==> config.mk <==
export PLATFORM = sky130hd
export DESIGN_NAME = serdes_rx_link
export DESIGN_NICKNAME = d
export VERILOG_FILES = /design/src/rtl/serdes_pkg.sv /design/src/rtl/serdes_rx_shifter.sv /design/src/rtl/serdes_rx_link.sv
export SDC_FILE = /design/constraint.sdc
export NUM_CORES = 1
export LEC_CHECK = 0
export CAP_MARGIN = 20
export CORE_UTILIZATION = 28
export DETAILED_ROUTE_END_ITERATION = 8
export PLACE_DENSITY_LB_ADDON = 0.12
export SLEW_MARGIN = 20
export SYNTH_ARGS = -nofsm -noshare
export SYNTH_HDL_FRONTEND = slang
export SYNTH_SLANG_ARGS = --single-unit
==> constraint.sdc <==
create_clock -name clk_i -period 1.8 [get_ports clk_i]
set_clock_uncertainty 0.15 [all_clocks]
set_input_delay 0.54 -clock clk_i [delete_from_list [all_inputs] [get_ports clk_i]]
set_output_delay 0.54 -clock clk_i [all_outputs]
set_load 0.02 [all_outputs]
==> src/rtl/serdes_pkg.sv <==
// Shared types and helpers for the serial link receive path.
// Optional SERDES_RX_PARITY_EN adds one even-parity bit to every frame.
package serdes_pkg;

    typedef enum logic [1:0] {
        RX_IDLE,
        RX_SHIFT,
        RX_PARITY
    } rx_state_e;

    function automatic int rx_frame_len(input int data_width);
`ifdef SERDES_RX_PARITY_EN
        return data_width + 1;
`else
        return data_width;
`endif
    endfunction

endpackage

==> src/rtl/serdes_rx_shifter.sv <==
// Frame FSM and LSB-first shift register; flags a completed word combinationally on its final bit.
// SERDES_RX_PARITY_EN adds the PARITY state and the parity_err pulse.
module serdes_rx_shifter
    import serdes_pkg::*;
#(
    parameter int DATA_WIDTH = 8
) (
    input  logic                  clk,
    input  logic                  rst_n,
    input  logic                  serial_in,
    input  logic                  enable,
    input  logic                  start,
    output logic [DATA_WIDTH-1:0] word,
    output logic                  word_valid,
`ifdef SERDES_RX_PARITY_EN
    output logic                  parity_err,
`endif
    output logic                  abort
);

    localparam int CW = $clog2(rx_frame_len(DATA_WIDTH));

    rx_state_e             state_reg, state_next;
    logic [CW-1:0]         cnt_reg, cnt_next;
    logic [DATA_WIDTH-1:0] shreg_reg, shreg_next;
    logic                  abort_reg, abort_next;
    logic                  perr_reg, perr_next;
    logic [DATA_WIDTH-1:0] shifted;

    // Bits enter at the MSB so that after DATA_WIDTH shifts bit 0 sits at the LSB.
    assign shifted = {serial_in, shreg_reg[DATA_WIDTH-1:1]};

    always_ff @(posedge clk or negedge rst_n) begin
        if (!rst_n) begin
            state_reg <= RX_IDLE;
            cnt_reg   <= '0;
            shreg_reg <= '0;
            abort_reg <= 1'b0;
            perr_reg  <= 1'b0;
        end else begin
            state_reg <= state_next;
            cnt_reg   <= cnt_next;
            shreg_reg <= shreg_next;
            abort_reg <= abort_next;
            perr_reg  <= perr_next;
        end
    end

    always_comb begin
        state_next = state_reg;
        cnt_next   = cnt_reg;
        shreg_next = shreg_reg;
        abort_next = 1'b0;
        perr_next  = 1'b0;
        word       = shreg_reg;
        word_valid = 1'b0;
        case (state_reg)
            RX_IDLE: begin
                if (enable && start) begin
                    shreg_next = shifted;
                    cnt_next   = CW'(1);
                    state_next = RX_SHIFT;
                end
            end
            RX_SHIFT: begin
                if (enable && start) begin
                    abort_next = 1'b1;
                    shreg_next = shifted;
                    cnt_next   = CW'(1);
                end else if (enable) begin
                    shreg_next = shifted;
                    cnt_next   = cnt_reg + CW'(1);
                    if (cnt_reg == CW'(DATA_WIDTH - 1)) begin
                        cnt_next = '0;
`ifdef SERDES_RX_PARITY_EN
                        state_next = RX_PARITY;
`else
                        word       = shifted;
                        word_valid = 1'b1;
                        state_next = RX_IDLE;
`endif
                    end
                end
            end
`ifdef SERDES_RX_PARITY_EN
            RX_PARITY: begin
                if (enable && start) begin
                    abort_next = 1'b1;
                    shreg_next = shifted;
                    cnt_next   = CW'(1);
                    state_next = RX_SHIFT;
                end else if (enable) begin
                    // Even parity: the parity bit equals the XOR of the data bits.
                    if (serial_in == ^shreg_reg) begin
                        word_valid = 1'b1;
                    end else begin
                        perr_next = 1'b1;
                    end
                    state_next = RX_IDLE;
                end
            end
`endif
            default: state_next = RX_IDLE;
        endcase
    end

    assign abort = abort_reg;
`ifdef SERDES_RX_PARITY_EN
    assign parity_err = perr_reg;
`else
    logic unused_perr;
    assign unused_perr = perr_reg;
`endif

endmodule

==> src/rtl/serdes_rx_link.sv <==
// Serial link receiver: shifter front end plus ring buffer with valid/ready output and drop accounting.
// SERDES_RX_PARITY_EN adds the parity_err_o port and parity-checked frames.
module serdes_rx_link
    import serdes_pkg::*;
#(
    parameter int DATA_WIDTH    = 8,
    parameter int RX_FIFO_DEPTH = 4,
    parameter int CNT_WIDTH     = 8
) (
    input  logic                  clk_i,
    input  logic                  rst_n_i,
    input  logic                  serial_in_i,
    input  logic                  enable_i,
    input  logic                  start_i,
    output logic [DATA_WIDTH-1:0] parallel_out_o,
    output logic                  valid_o,
    input  logic                  ready_i,
    output logic                  overflow_o,
    output logic                  abort_o,
    output logic [CNT_WIDTH-1:0]  drop_count_o,
    output logic                  fifo_full_o,
`ifdef SERDES_RX_PARITY_EN
    output logic                  parity_err_o,
`endif
    output logic                  fifo_empty_o
);

    localparam int AW = $clog2(RX_FIFO_DEPTH);
    localparam logic [AW:0] PTR_ONE = {{AW{1'b0}}, 1'b1};

    logic [DATA_WIDTH-1:0] word;
    logic                  word_valid;
    logic [DATA_WIDTH-1:0] mem [RX_FIFO_DEPTH];
    logic [AW:0]           wr_ptr_reg, rd_ptr_reg;
    logic [CNT_WIDTH-1:0]  drop_cnt_reg;
    logic                  overflow_reg;
    logic                  full, empty, pop, wr_en, drop;

    serdes_rx_shifter #(
        .DATA_WIDTH(DATA_WIDTH)
    ) u_shifter (
        .clk        (clk_i),
        .rst_n      (rst_n_i),
        .serial_in  (serial_in_i),
        .enable     (enable_i),
        .start      (start_i),
        .word       (word),
        .word_valid (word_valid),
`ifdef SERDES_RX_PARITY_EN
        .parity_err (parity_err_o),
`endif
        .abort      (abort_o)
    );

    assign empty = (wr_ptr_reg == rd_ptr_reg);
    assign full  = (wr_ptr_reg[AW] != rd_ptr_reg[AW]) &&
                   (wr_ptr_reg[AW-1:0] == rd_ptr_reg[AW-1:0]);
    assign pop   = !empty && ready_i;
    // A same-cycle pop frees the slot the incoming word needs.
    assign wr_en = word_valid && (!full || pop);
    assign drop  = word_valid && full && !pop;

    always_ff @(posedge clk_i or negedge rst_n_i) begin
        if (!rst_n_i) begin
            for (int i = 0; i < RX_FIFO_DEPTH; i++) begin
                mem[i] <= '0;
            end
        end else if (wr_en) begin
            mem[wr_ptr_reg[AW-1:0]] <= word;
        end
    end

    always_ff @(posedge clk_i or negedge rst_n_i) begin
        if (!rst_n_i) begin
            wr_ptr_reg   <= '0;
            rd_ptr_reg   <= '0;
            drop_cnt_reg <= '0;
            overflow_reg <= 1'b0;
        end else begin
            overflow_reg <= drop;
            if (wr_en) begin
                wr_ptr_reg <= wr_ptr_reg + PTR_ONE;
            end
            if (pop) begin
                rd_ptr_reg <= rd_ptr_reg + PTR_ONE;
            end
            if (drop && (drop_cnt_reg != '1)) begin
                drop_cnt_reg <= drop_cnt_reg + CNT_WIDTH'(1);
            end
        end
    end

    assign parallel_out_o = mem[rd_ptr_reg[AW-1:0]];
    assign valid_o        = !empty;
    assign overflow_o     = overflow_reg;
    assign drop_count_o   = drop_cnt_reg;
    assign fifo_full_o    = full;
    assign fifo_empty_o   = empty;

endmodule

After elaboration in Yosys (flattened, before gate mapping)
Index checks and enable logic that the tools add are counted.
{ "word_totals": {"output_inout_bits": 21, "latchBits": 0, "rom_bits": 0, "ramBits": 0, "register_bits": 61, "memories": 0} }
{ "classes": {"shift": 0, "n_div": 0, "order_cmp": 3, "n_eq_ne": 11, "addsub": 4, "bitwise_logic": 2, "mul": 0, "n_mux": 30, "reduce_logical": 16} }
{ "ops": {"columns": ["operator", "count"], "rows": [
  ["8-bit 2-to-1 mux", 10],
  ["32-bit bitwise mux", 1],
  ["8-bit binary-select mux with 2-bit select", 1],
  ["8-bit demux with 2-bit select", 1],
  ["8-bit one-hot mux with 2 select lines", 1],
  ["3-bit 2-to-1 mux", 4],
  ["3-bit by 1-bit adder with 3-bit output, second input constant", 3],
  ["8-bit by 1-bit adder with 8-bit output, second input constant", 1],
  ["1-bit logical AND", 8],
  ["2-bit 2-to-1 mux", 4],
  ["8-bit inequality test, second input constant", 1],
  ["3-bit >= comparator, second input constant", 2],
  ["1-bit 2-to-1 mux", 6],
  ["2-bit inverter with 3-bit output", 2],
  ["3-bit one-hot mux with 2 select lines", 1],
  ["2-bit by 1-bit inequality test with 1-bit output, second input constant", 2],
  ["2-bit inequality test, second input constant", 2],
  ["2-bit one-hot mux with 2 select lines", 1],
  ["4-bit AND reduction", 1],
  ["3-bit equality test", 1],
  ["3-bit equality test, second input constant", 1],
  ["1-bit logical NOT", 3],
  ["3-bit by 1-bit less-than comparator with 1-bit output, second input constant", 1],
  ["3-bit by 2-bit inequality test with 1-bit output, second input constant", 1],
  ["7 further kinds", 7]
]} }

Logic depth before layout (Yosys ltp)
Gate-level depths: netlist of the first run.
{ "logic_depth": {"depth_word": 8, "mapped_depth": 6} }

By module
A second synthesis of the first run with hierarchy kept.
{ "hier_totals": {"hier_cells": 197, "area_unflattened_um2": 3005.4} }
{ "modules_own_cells": {"columns": ["module", "instances", "area_per_inst_um2", "cells_per_inst"], "rows": [
  ["serdes_rx_link", 1, 2252.2, 145],
  ["serdes_rx_shifter", 1, 753.2, 52]
]} }

Worst setup path after synthesis of the first run
OpenSTA, ideal clock, no wires.
{ "synth_path": {"path_type": "reg2out", "startpoint": "register rd_ptr_reg[1]", "endpoint": "output port fifo_empty_o", "t_required_ps": 1110, "arrival_ps": 1414, "path_stages_with_launch": 5, "slack_ps": -304, "path_cell_list": "dfrtp_1 > buf_4 > xnor2_1 > nand3b_1 > inv_1"} }
{ "synth_between": {"elab_chain_cells": 1} }
{ "synth_rtl": {"columns": ["element", "line", "text"], "rows": [
  ["from (decl)", "serdes_rx_link.sv:34", "logic [AW:0] wr_ptr_reg, rd_ptr_reg;"],
  ["from (signal assigned)", "serdes_rx_link.sv:85", "rd_ptr_reg <= rd_ptr_reg + PTR_ONE;"],
  ["3-bit equality test", "serdes_rx_link.sv:55", "assign empty = (wr_ptr_reg == rd_ptr_reg);"],
  ["to (decl)", "serdes_rx_link.sv:25", "output logic fifo_empty_o"]
]} }
No other way between the ends.

Worst setup path in the final report of the first run
{ "layout_path": {"startpoint": "register rd_ptr_reg[0]", "endpoint": "output port parallel_out_o[2]"} }
{ "layout_between": {"elab_chain_cells": 4} }
{ "layout_rtl": {"columns": ["element", "line", "text"], "rows": [
  ["2-bit inverter with 3-bit output (implied by the code)", "serdes_rx_link.sv:93", "assign parallel_out_o = mem[rd_ptr_reg[AW-1:0]];"],
  ["8-bit binary-select mux with 2-bit select", "serdes_rx_link.sv:93", null],
  ["8-bit 2-to-1 mux (implied by the code) (2 in series)", "serdes_rx_link.sv:93", null],
  ["to (decl)", "serdes_rx_link.sv:15", "output logic [DATA_WIDTH-1:0] parallel_out_o,"]
]} }
No other way between the ends. The select of a mux whose other input is x is not followed.

==> impl_results.md, run 1 <==
* Reg2Reg Depth at 8
* Async SR Flop Fraction at 100%
* Die width at 101 um
* Crit path max-delay cell type: mux4_2
* Hold WS at 350 ps
* Max FFs per register at 32
* Vias in the first global route at 1885
* RR Startpoint: rd_ptr_reg[0]$_DFFE_PN0P_
* Commonest non-fill, non-tap cell in the layout: dfrtp_1
* Max_slew headroom at 69.7%
* Endpoint of the worst hold path: mem[15]$_DFFE_PN0P_
* Max-slew violation count at 0
* Num CTS Buffers at 9
* Final setup viols at 51
* CP max stage delay at 540 ps
* PortBufs at 26
* Top FF cell, synth: dfrtp_1
* Reg clk slew, reported paths at 70 ps
* Hold path depth at 1
* Syn nets at 202
* Clock Sinks at 59
* Grt total ovfl at 0
* Mean Syn Cell Area at 14.7 sq um
* Crit-path cells: buf_6 > mux4_2 > buf_6
* Vias/cell at 4.46
* Antenna violations before repair at 0
* NumNets Final at 284
* Total track usage at 13.4%
* Tcrit/Tclk final at 125%
* Buf/Inv on CP at 2
* Status: finished, violations left
* DR WL/cell at 15.1 um
* Max Clk Rate at 445 MHz
* # diodes at 0
* Total number of yosys warnings at 0
* RSZ-0062 raised after global routing: true
* First-pass DRT Iterations at 4
* WS Path Type: reg -> out
* Post-Route WL at 6090 um
* Clock Latency Late Sink at 330 ps
* Leakage power at 1.87 nW
* Gate count of the mapped netlist at 186
* Tmin final at 2250 ps
* Die area at 10100 sq um
* Vias at 1794
* Crit end category: primary output
* Area post-placement at 3480 sq um
* Hold Crit Start: mem[15]$_DFFE_PN0P_
* Worst path arrival time at 1560 ps
* Crit path launch type: flip-flop
* Failing checks: negative setup slack
* Final Cell Area at 3850 sq um
* Largest net degree at the start of global routing at 30
* Max VDD drop at 458 uV
* Worst slew pin tran at 455 ps
* DPL Wire Length at 3930 um
* FF-to-FF setup slack at -290 ps
* Layout cells sized above 1 at 54.2%
* Overall Power at 0.00454 W
* CTS tree: yes
* Iteration-0 DRC Markers at 56
* R2R Path End: mem[2]$_DFFE_PN0P_
* Antenna Nets Post-Route at 0
* #FFs+latches synth at 59
* Number of synthesized flops with an enable pin at 0
* Initial Util at 29.3%
* RD Place Congestion at 0.781
* CP max FO at 5
* Critical Path Most Common Cell: buf_6
* Max Cap Violations at 0
* Setup slack after layout at -448 ps
* Clock root buffer: clkbuf_8
* Core Box Area at 9330 sq um
* Netlist Area Pre-Place at 2730 sq um
* Critical Path RT at 1110 ps
* Netlist cell types at 35
* First-pass GRT wire length at 9920 um
* Rows at 35
* Crit path max-delay family: multiplexers
* Number of failing hold endpoints at the final stage at 0
* Die height at 101 um
* Seq/Total Area, Yosys at 54.1%
* Deepest clock path buffer count at 2
* Power Density at 1180 nW/um^2
* Syn-to-layout area delta at 41.3%
* Htree depth at 3
* Hold Path Class: reg -> reg
* Num ports at 27
* Most frequent cells in the layout: dfrtp_1, mux2_2, buf_4
* Detailed-route DRC error count at 0
[cell usage after synthesis (2+ instances only)]
cell,count,area share [%]
a22o_1,2,0.64
a31oi_1,2,0.46
and3_1,4,0.92
dfrtp_1,59,54
ha_1,10,4.6
inv_1,8,1.1
mux2_2,42,17
mux4_1,6,5.8
mux4_2,2,1.7
nand2_1,6,0.83
nand2_2,4,0.92
nand3_1,3,0.55
nand4_1,2,0.46
nand4b_1,2,0.64
nor2_1,2,0.28
nor3_1,3,0.55
o21a_1,2,0.55
xnor2_1,7,2.2
xor2_1,4,1.3
[power breakdown]
part | leakage (nW) | switching [W] | internal (W)
logic | 1.00 | 0.000722 | 0.000869
registers | 0.776 | 0.000215 | 0.00153
clock network | 0.0926 | 0.000524 | 0.000676
total | 1.87 | 0.00146 | 0.00308
[repair_timing]
action | in CTS | in global routing
endpoints found under the setup margin | 72 | 60
endpoints found under the hold margin | 1 | 0
pin swaps | 6 | 4
hold buffers | 1 | 0
setup buffers | 4 | 1
resized for setup | 101 | 14
cloned | 2 | 1
[area by class of cell]
cell class | count | area (sq um)
multi-input cells | 116 | 1350
inverters | 9 | 33.8
well taps | 129 | 161
clock inverters | 4 | 50.0
fillers | 910 | 5470
flip-flops and latches | 59 | 1480
clock buffers | 12 | 145
repair buffers | 73 | 641
[per-layer routing]
layer / global-route usage [%] / share of wire (%) / vias up
met1: 17.2 / 48 / 916
met2: 21.3 / 48 / 28
met3: 4.92 / 3.0 / 4
li1: - / - / 846
met4: 3.68 / 0.97 / 0
met5: 0 / 0 / -
[worst max-delay path by stage]
stage / to / start / depth (start not counted) / slack [ps]
3_3_place_gp: mem[13]$_DFFE_PN0P_ / start_i / 5 / -650
5_1_grt: parallel_out_o[2] / rd_ptr_reg[0]$_DFFE_PN0P_ / 3 / -540
6_report: parallel_out_o[2] / rd_ptr_reg[0]$_DFFE_PN0P_ / 3 / -450
2_1_floorplan: mem[0]$_DFFE_PN0P_ / u_shifter.cnt_reg[0]$_DFFE_PN0P_ / 6 / -140
3_5_place_dp: mem[13]$_DFFE_PN0P_ / start_i / 5 / -670
4_1_cts: parallel_out_o[2] / rd_ptr_reg[0]$_DFFE_PN0P_ / 4 / -510
[stage by stage]
step                utilization [%]  worst slack [ps]  instances  setup TNS (ps)
floorplan                         -              -144        186           -4190
global placement               37.3              -651        379          -36710
detailed placement             37.3              -672        379          -37820
CTS                            41.3              -506        402          -13010
global route                   41.3              -536        402          -17240
finish                         41.3              -448        402          -12000
[logic make-up after synthesis]
family / share of synthesized area, %
flops: 54.1
buf+inv: 2.06
fa+ha+maj: 4.59
simple gates: 6.46
compound gates: 4.49
mux: 24.8
xor+xnor: 3.53
Note: power is estimated with default switching activity, not from simulation.
==> run 2, diff against run 1 <==
--- a/config.mk
+++ b/config.mk
@@ -8,6 +8,7 @@
 export CAP_MARGIN = 20
 export CORE_UTILIZATION = 28
 export DETAILED_ROUTE_END_ITERATION = 8
+export GPL_TIMING_DRIVEN = 0
 export PLACE_DENSITY_LB_ADDON = 0.12
 export SLEW_MARGIN = 20
 export SYNTH_ARGS = -nofsm -noshare
==> run 2 against run 1 <==
Compared with the run above:
- the flow still finishes with violations (negative setup slack)
- design area up 0.45%
- critical path type unchanged
- final cell count down 3.7%
- sequential share of layout area about the same
- highest routed layer unchanged
- maximum frequency down 2.2%
- non-clock buffer count down 15
- first-iteration DRC count down 5.4%
- total power down 0.62%
==> impl_results.md, run 2 (same netlist as run 1, synthesis figures left out) <==
* Status: finished, violations left (unchanged)
* Failing checks: negative setup slack (unchanged)
* CP max FO at 5 (unchanged)
* Hold Path Class: reg -> reg (unchanged)
* Buf/Inv on CP at 2 (unchanged)
* Hold WS at 352 ps (was 350 ps)
* Tmin final at 2300 ps (was 2250 ps)
* WS Path Type: reg -> out (unchanged)
* First-pass GRT wire length at 9760 um (was 9920 um)
* Crit end category: primary output (unchanged)
* Clock root buffer: clkbuf_8 (unchanged)
* RSZ-0062 raised after global routing: true (unchanged)
* Antenna Nets Post-Route at 0 (unchanged)
* Num ports at 27 (unchanged)
* Core Box Area at 9330 sq um (unchanged)
* DR WL/cell at 15.5 um (was 15.1 um)
* Clock Sinks at 59 (unchanged)
* Power Density at 1160 nW/um^2 (was 1180 nW/um^2)
* # diodes at 0 (unchanged)
* Vias/cell at 4.52 (was 4.46)
* Vias in the first global route at 1831 (was 1885)
* Tcrit/Tclk final at 128% (was 125%)
* Htree depth at 3 (unchanged)
* Num CTS Buffers at 9 (unchanged)
* Crit path max-delay cell type: mux4_2 (unchanged)
* CTS tree: yes (unchanged)
* Max Cap Violations at 0 (unchanged)
* First-pass DRT Iterations at 4 (unchanged)
* CP max stage delay at 520 ps (was 540 ps)
* PortBufs at 26 (unchanged)
* Critical path origin: rd_ptr_reg[0]$_DFFE_PN0P_ (unchanged)
* Max FFs per register at 32 (unchanged)
* Max-slew violation count at 0 (unchanged)
* Max Clk Rate at 435 MHz (was 445 MHz)
* Vias at 1748 (was 1794)
* Largest net degree at the start of global routing at 52 (was 30)
* Die width at 101 um (unchanged)
* Initial Util at 29.3% (unchanged)
* DPL Wire Length at 3460 um (was 3930 um)
* Most frequent cells in the layout: dfrtp_1, mux2_2, buf_6 (was dfrtp_1, mux2_2, buf_4)
* Worst path arrival time at 1610 ps (was 1560 ps)
* Crit-path cells: clkbuf_16 > mux4_2 > buf_6 (was buf_6 > mux4_2 > buf_6)
* Iteration-0 DRC Markers at 53 (was 56)
* Rows at 35 (unchanged)
* Die area at 10100 sq um (unchanged)
* Detailed-route DRC error count at 0 (unchanged)
* Fin util at 41.5% (was 41.3%)
* Leakage power at 1.80 nW (was 1.87 nW)
* Grt total ovfl at 0 (unchanged)
* Crit path max-delay family: multiplexers (unchanged)
* Finished Layout Cells at 387 (was 402)
* Syn-to-layout area delta at 41.9% (was 41.3%)
* Total track usage at 13.3% (was 13.4%)
* Antenna violations before repair at 0 (unchanged)
* RD Place Congestion at 0.757 (was 0.781)
* Critical Path RT at 1110 ps (about the same)
* Hold Crit Start: mem[12]$_DFFE_PN0P_ (was mem[15]$_DFFE_PN0P_)
* RR Startpoint: u_shifter.cnt_reg[1]$_DFFE_PN0P_ (was rd_ptr_reg[0]$_DFFE_PN0P_)
* Setup slack after layout at -499 ps (was -448 ps)
* Max_slew headroom at 72.9% (was 69.7%)
* Die height at 101 um (unchanged)
* Clock Latency Late Sink at 340 ps (was 330 ps)
* Post-Route WL at 6010 um (was 6090 um)
* Commonest non-fill, non-tap cell in the layout: dfrtp_1 (unchanged)
* Post-Place Cells at 342 (was 379)
* Crit path launch type: flip-flop (unchanged)
* Reg clk slew, reported paths at 70 ps (about the same)
* NumNets Final at 269 (was 284)
* Layout cells sized above 1 at 58.1% (was 54.2%)
* Number of failing hold endpoints at the final stage at 0 (unchanged)
* Max VDD drop at 539 uV (was 458 uV)
* Final setup viols at 53 (was 51)
* Deepest clock path buffer count at 2 (unchanged)
* Worst slew pin tran at 402 ps (was 455 ps)
run 2: per-layer routing:
metal | vias up | track usage (%) | part of all wire, %
met5 | - | 0 | 0
met4 | 0 | 4.91 | 1.7
met3 | 11 | 4.51 | 3.8
met2 | 26 | 21.1 | 49
met1 | 896 | 16.9 | 45
li1 | 815 | - | -
run 2: area by class of cell:
cell class / count / area [sq um]
Fill cell: 874 / 5460
Sequential cell: 59 / 1490
Multi-Input combinational cell: 116 / 1420
Timing Repair Buffer: 56 / 564
Tap cell: 129 / 161
Clock buffer: 12 / 155
Inverter: 9 / 36.3
Clock inverter: 4 / 25.0
Buffer: 2 / 22.5
run 2: worst paths after layout:
path / slack [ps] / cells after the start / endpoint
max reg2reg: -230 / 8 / mem[24]$_DFFE_PN0P_
min in group asynchronous: 430 / 2 / overflow_o$_DFF_PN0_
max: -500 / 3 / parallel_out_o[1]
min reg2reg: 350 / 1 / mem[12]$_DFFE_PN0P_
max in group asynchronous: 580 / 3 / drop_count_o[1]$_DFFE_PN0P_
min: 350 / 1 / mem[12]$_DFFE_PN0P_
run 2: worst register-to-register path, stage by stage (launching register included):
cell and delay [ps]:
dfrtp_1 370, ha_2 200, ha_4 140, nand4b_1 110, buf_6 150, a41oi_4 210
buf_8 200, nand2_8 100, mux2_4 310
run 2: where the power goes:
| group | internal (W) | switching, W | leakage [nW] | total (W) |
|---|---|---|---|---|
| logic | 0.000905 | 0.000761 | 0.941 | 0.00167 |
| clock network | 0.000570 | 0.000522 | 0.0884 | 0.00109 |
| registers | 0.00153 | 0.000218 | 0.770 | 0.00175 |
run 2: metrics by stage:
step	setup TNS (ps)	worst slack, ps	instance area, sq um	total power, W
2_1_floorplan	-4190	-144	2760	0.00255
3_3_place_gp	-171200	-2320	3180	0.00292
3_5_place_dp	-48490	-947	3200	0.00294
4_1_cts	-15520	-583	3800	0.00456
5_1_grt	-16610	-563	3870	0.00481
6_report	-12220	-499	3870	0.00451
run 2: what timing repair did:
item / in CTS / in global routing
pin swaps: 13 / 13
hold buffers: 1 / 0
gates cloned: 2 / 0
setup buffers: 21 / 8
resized for setup: 130 / 28
endpoints found under the hold margin: 8 / 0
endpoints found under the setup margin: 74 / 70
==> RTL edit: new RTL, settings of run 1 <==
The option `SERDES_RX_PARITY_EN` is turned on by a define.
--- a/src/rtl/serdes_pkg.sv
+++ b/src/rtl/serdes_pkg.sv
@@ -1,4 +1,6 @@
 // Shared types and helpers for the serial link receive path.
 // Optional SERDES_RX_PARITY_EN adds one even-parity bit to every frame.
+`define SERDES_RX_PARITY_EN
+
 package serdes_pkg;
 
Check against the original RTL (old outputs only; new: parity_err_o): not equivalent (a bounded check fails within 10 cycles, from zero or initial values and one cycle with rst_n_i low).
==> RTL edit against run 1 <==
The run still ends with negative setup slack left. Worst hold slack got worse by 0.31 ns. Sequential cell count grew 4. Via count grew 18%. Die area grew 13%. Final area rose by 16%. Routed wire length rose by 12%. Synthesized area grew 13%. Worst setup slack worse by 0.024 ns. Largest cell class is now multi-input gates. Highest routed layer unchanged.
Power is not compared: it rests on default switching activity, and its combinational part moved more than twofold at a synthesized area within 25%.
==> RTL edit: results (changes against run 1) <==
Worst setup path
  – R2R Setup Slk: -0.44 ns (-0.15 ns)
  – Worst Path Max Fanout: 8 (+3)
  – FF-to-FF End: mem[1]
  – CP Launch Type: flip-flop
  – R2R depth: 10 (+2)

GRT
  – Vias in the first global route: 2245 (+19%)
  – M3 GR Usage: 3.10% (-1.8 points)
  – Antenna violations before repair: 0 (unchanged)
  – Largest net degree at the start of global routing: 64 (+110%)
  – Global-route usage over all layers: 13.4% (+0.015 points)
  – Met1 Usage GRT: 17.9% (+0.77 points)
  – First-pass GRT wire length: 11.5 mm (+16%)
  – GR Util met2: 20.6% (-0.64 points)

Worst hold path
  – Worst hold-check path type: input pin to asynchronous set/reset pin

Layout
  – Max reg flops: 32 (unchanged)
  – Final Non-Filler Cells: 478 (+19%)
  – Layout cell share with drive strength beyond 1: 52.0% (-2.2 points)
  – # fillers: 1000 (+9.9%)
  – Layout Nets: 356 (+25%)
  – Antenna cells: 0 (unchanged)

Clock tree
  – Clock latency on the worst-skew pair: 0.35 ns (+0.02 ns)
  – Clk root buf: clkbuf_8
  – Clock transition at path regs: 0.08 ns

Detailed routing
  – WL final: 6.83 mm (+12%)
  – Drt pass-1 iters: 4 (unchanged)
  – Total vias in the final route: 2116 (+18%)
  – Iter 0 DRT Violations: 43 (-23%)

Place
  – Inst Count DP: 450 (+19%)
  – Placed Area: 3950 sq um (+13%)
  – Port-buffer cells: 27 (+3.8%)
  – Worst slack at placement: -0.889 ns (-0.218 ns)
  – Gpl congestion: 0.696 (-11%)
  – Detailed placement HPWL: 4.38 mm (+11%)

Synth
  – Post-synth top cells: 63 x dfrtp_1, 37 x mux2_2, 35 x nand2_1
  – Area contributors post-synth: dfrtp_1 51%, mux2_2 13%, mux4_2 5.8%
  – Post-synth cell types: 40 (+14%)
  – Mapped Avg Cell Area: 12.7 sq um (-14%)
  – Seq/Total Area, Yosys: 51.0% (-3.1 points)
  – Post-Syn Nets: 263 (+30%)

Power and ir drop
  – Max VDD drop: 764 uV

Timing
  – WHS: 0.0439 ns (-0.306 ns)
  – Final setup margin: -0.472 ns (-0.0240 ns)
  – Setup TNS: -22.15 ns (-10.15 ns)
  – Final setup vio count: 59 (+16%)
  – Slew headroom: 71.8% (+2.1 points)

Outcome
  – Failing checks: negative setup slack
  – Outcome: finished, violations left
RTL edit: area by class of cell:
type / count / area, sq um / share of cell area [%]
clock buffer: 9 / 124 / 2.77
inverter: 7 / 26.3 / 0.587
timing repair buffer: 86 / 786 / 17.6
multi-input combinational: 170 / 1670 / 37.3
tap: 136 / 170 / 3.80
sequential: 63 / 1580 / 35.2
clock inverter: 7 / 120 / 2.69
RTL edit: kinds of logic after synthesis:
group / after synthesis / share of synthesized area, %
DFF: 63 / 51.0
and+or+nand+nor: 76 / 12.6
buffers and inverters: 12 / 2.11
AOI/OAI and AO/OA: 16 / 3.24
adders and majority gates: 13 / 5.27
muxes: 45 / 19.3
xor gates and xnor gates: 19 / 6.48
RTL edit: what timing repair did:
action	in CTS	in global routing
pin swaps	13	9
endpoints found under the setup margin	78	77
gates resized for setup	119	18
gates cloned	1	0
setup buffers	10	4
RTL edit: worst max path at each step:
stage | to | slack [ns]
after floorplan | drop_count_o[6] | -0.29
after global placement | drop_count_o[6] | -0.89
after detailed placement | drop_count_o[6] | -0.89
after CTS | parallel_out_o[5] | -0.50
after global routing | parallel_out_o[5] | -0.54
final | parallel_out_o[5] | -0.47
RTL edit: power by group through the flow:
stage          sequential [mW]  combinational (mW)  clock [mW]
2_1_floorplan             2.08                2.30           0
3_3_place_gp              2.05                3.50           0
3_5_place_dp              2.05                3.52           0
4_1_cts                   2.03                4.44        1.57
5_1_grt                   2.10                5.10        1.63
6_report                  2.04                4.69        1.52
RTL edit: layer usage:
layer	vias to the layer above	wire length [microns]
met3	10	171
met1	1039	3300
met5	-	0
met4	0	111
met2	25	3250
li1	1042	-
RTL edit: critical path, cell delays in order, from the launching register on:
cell and delay, ns:
dfrtp_1 0.40, buf_12 0.16, mux4_2 0.52, buf_6 0.15
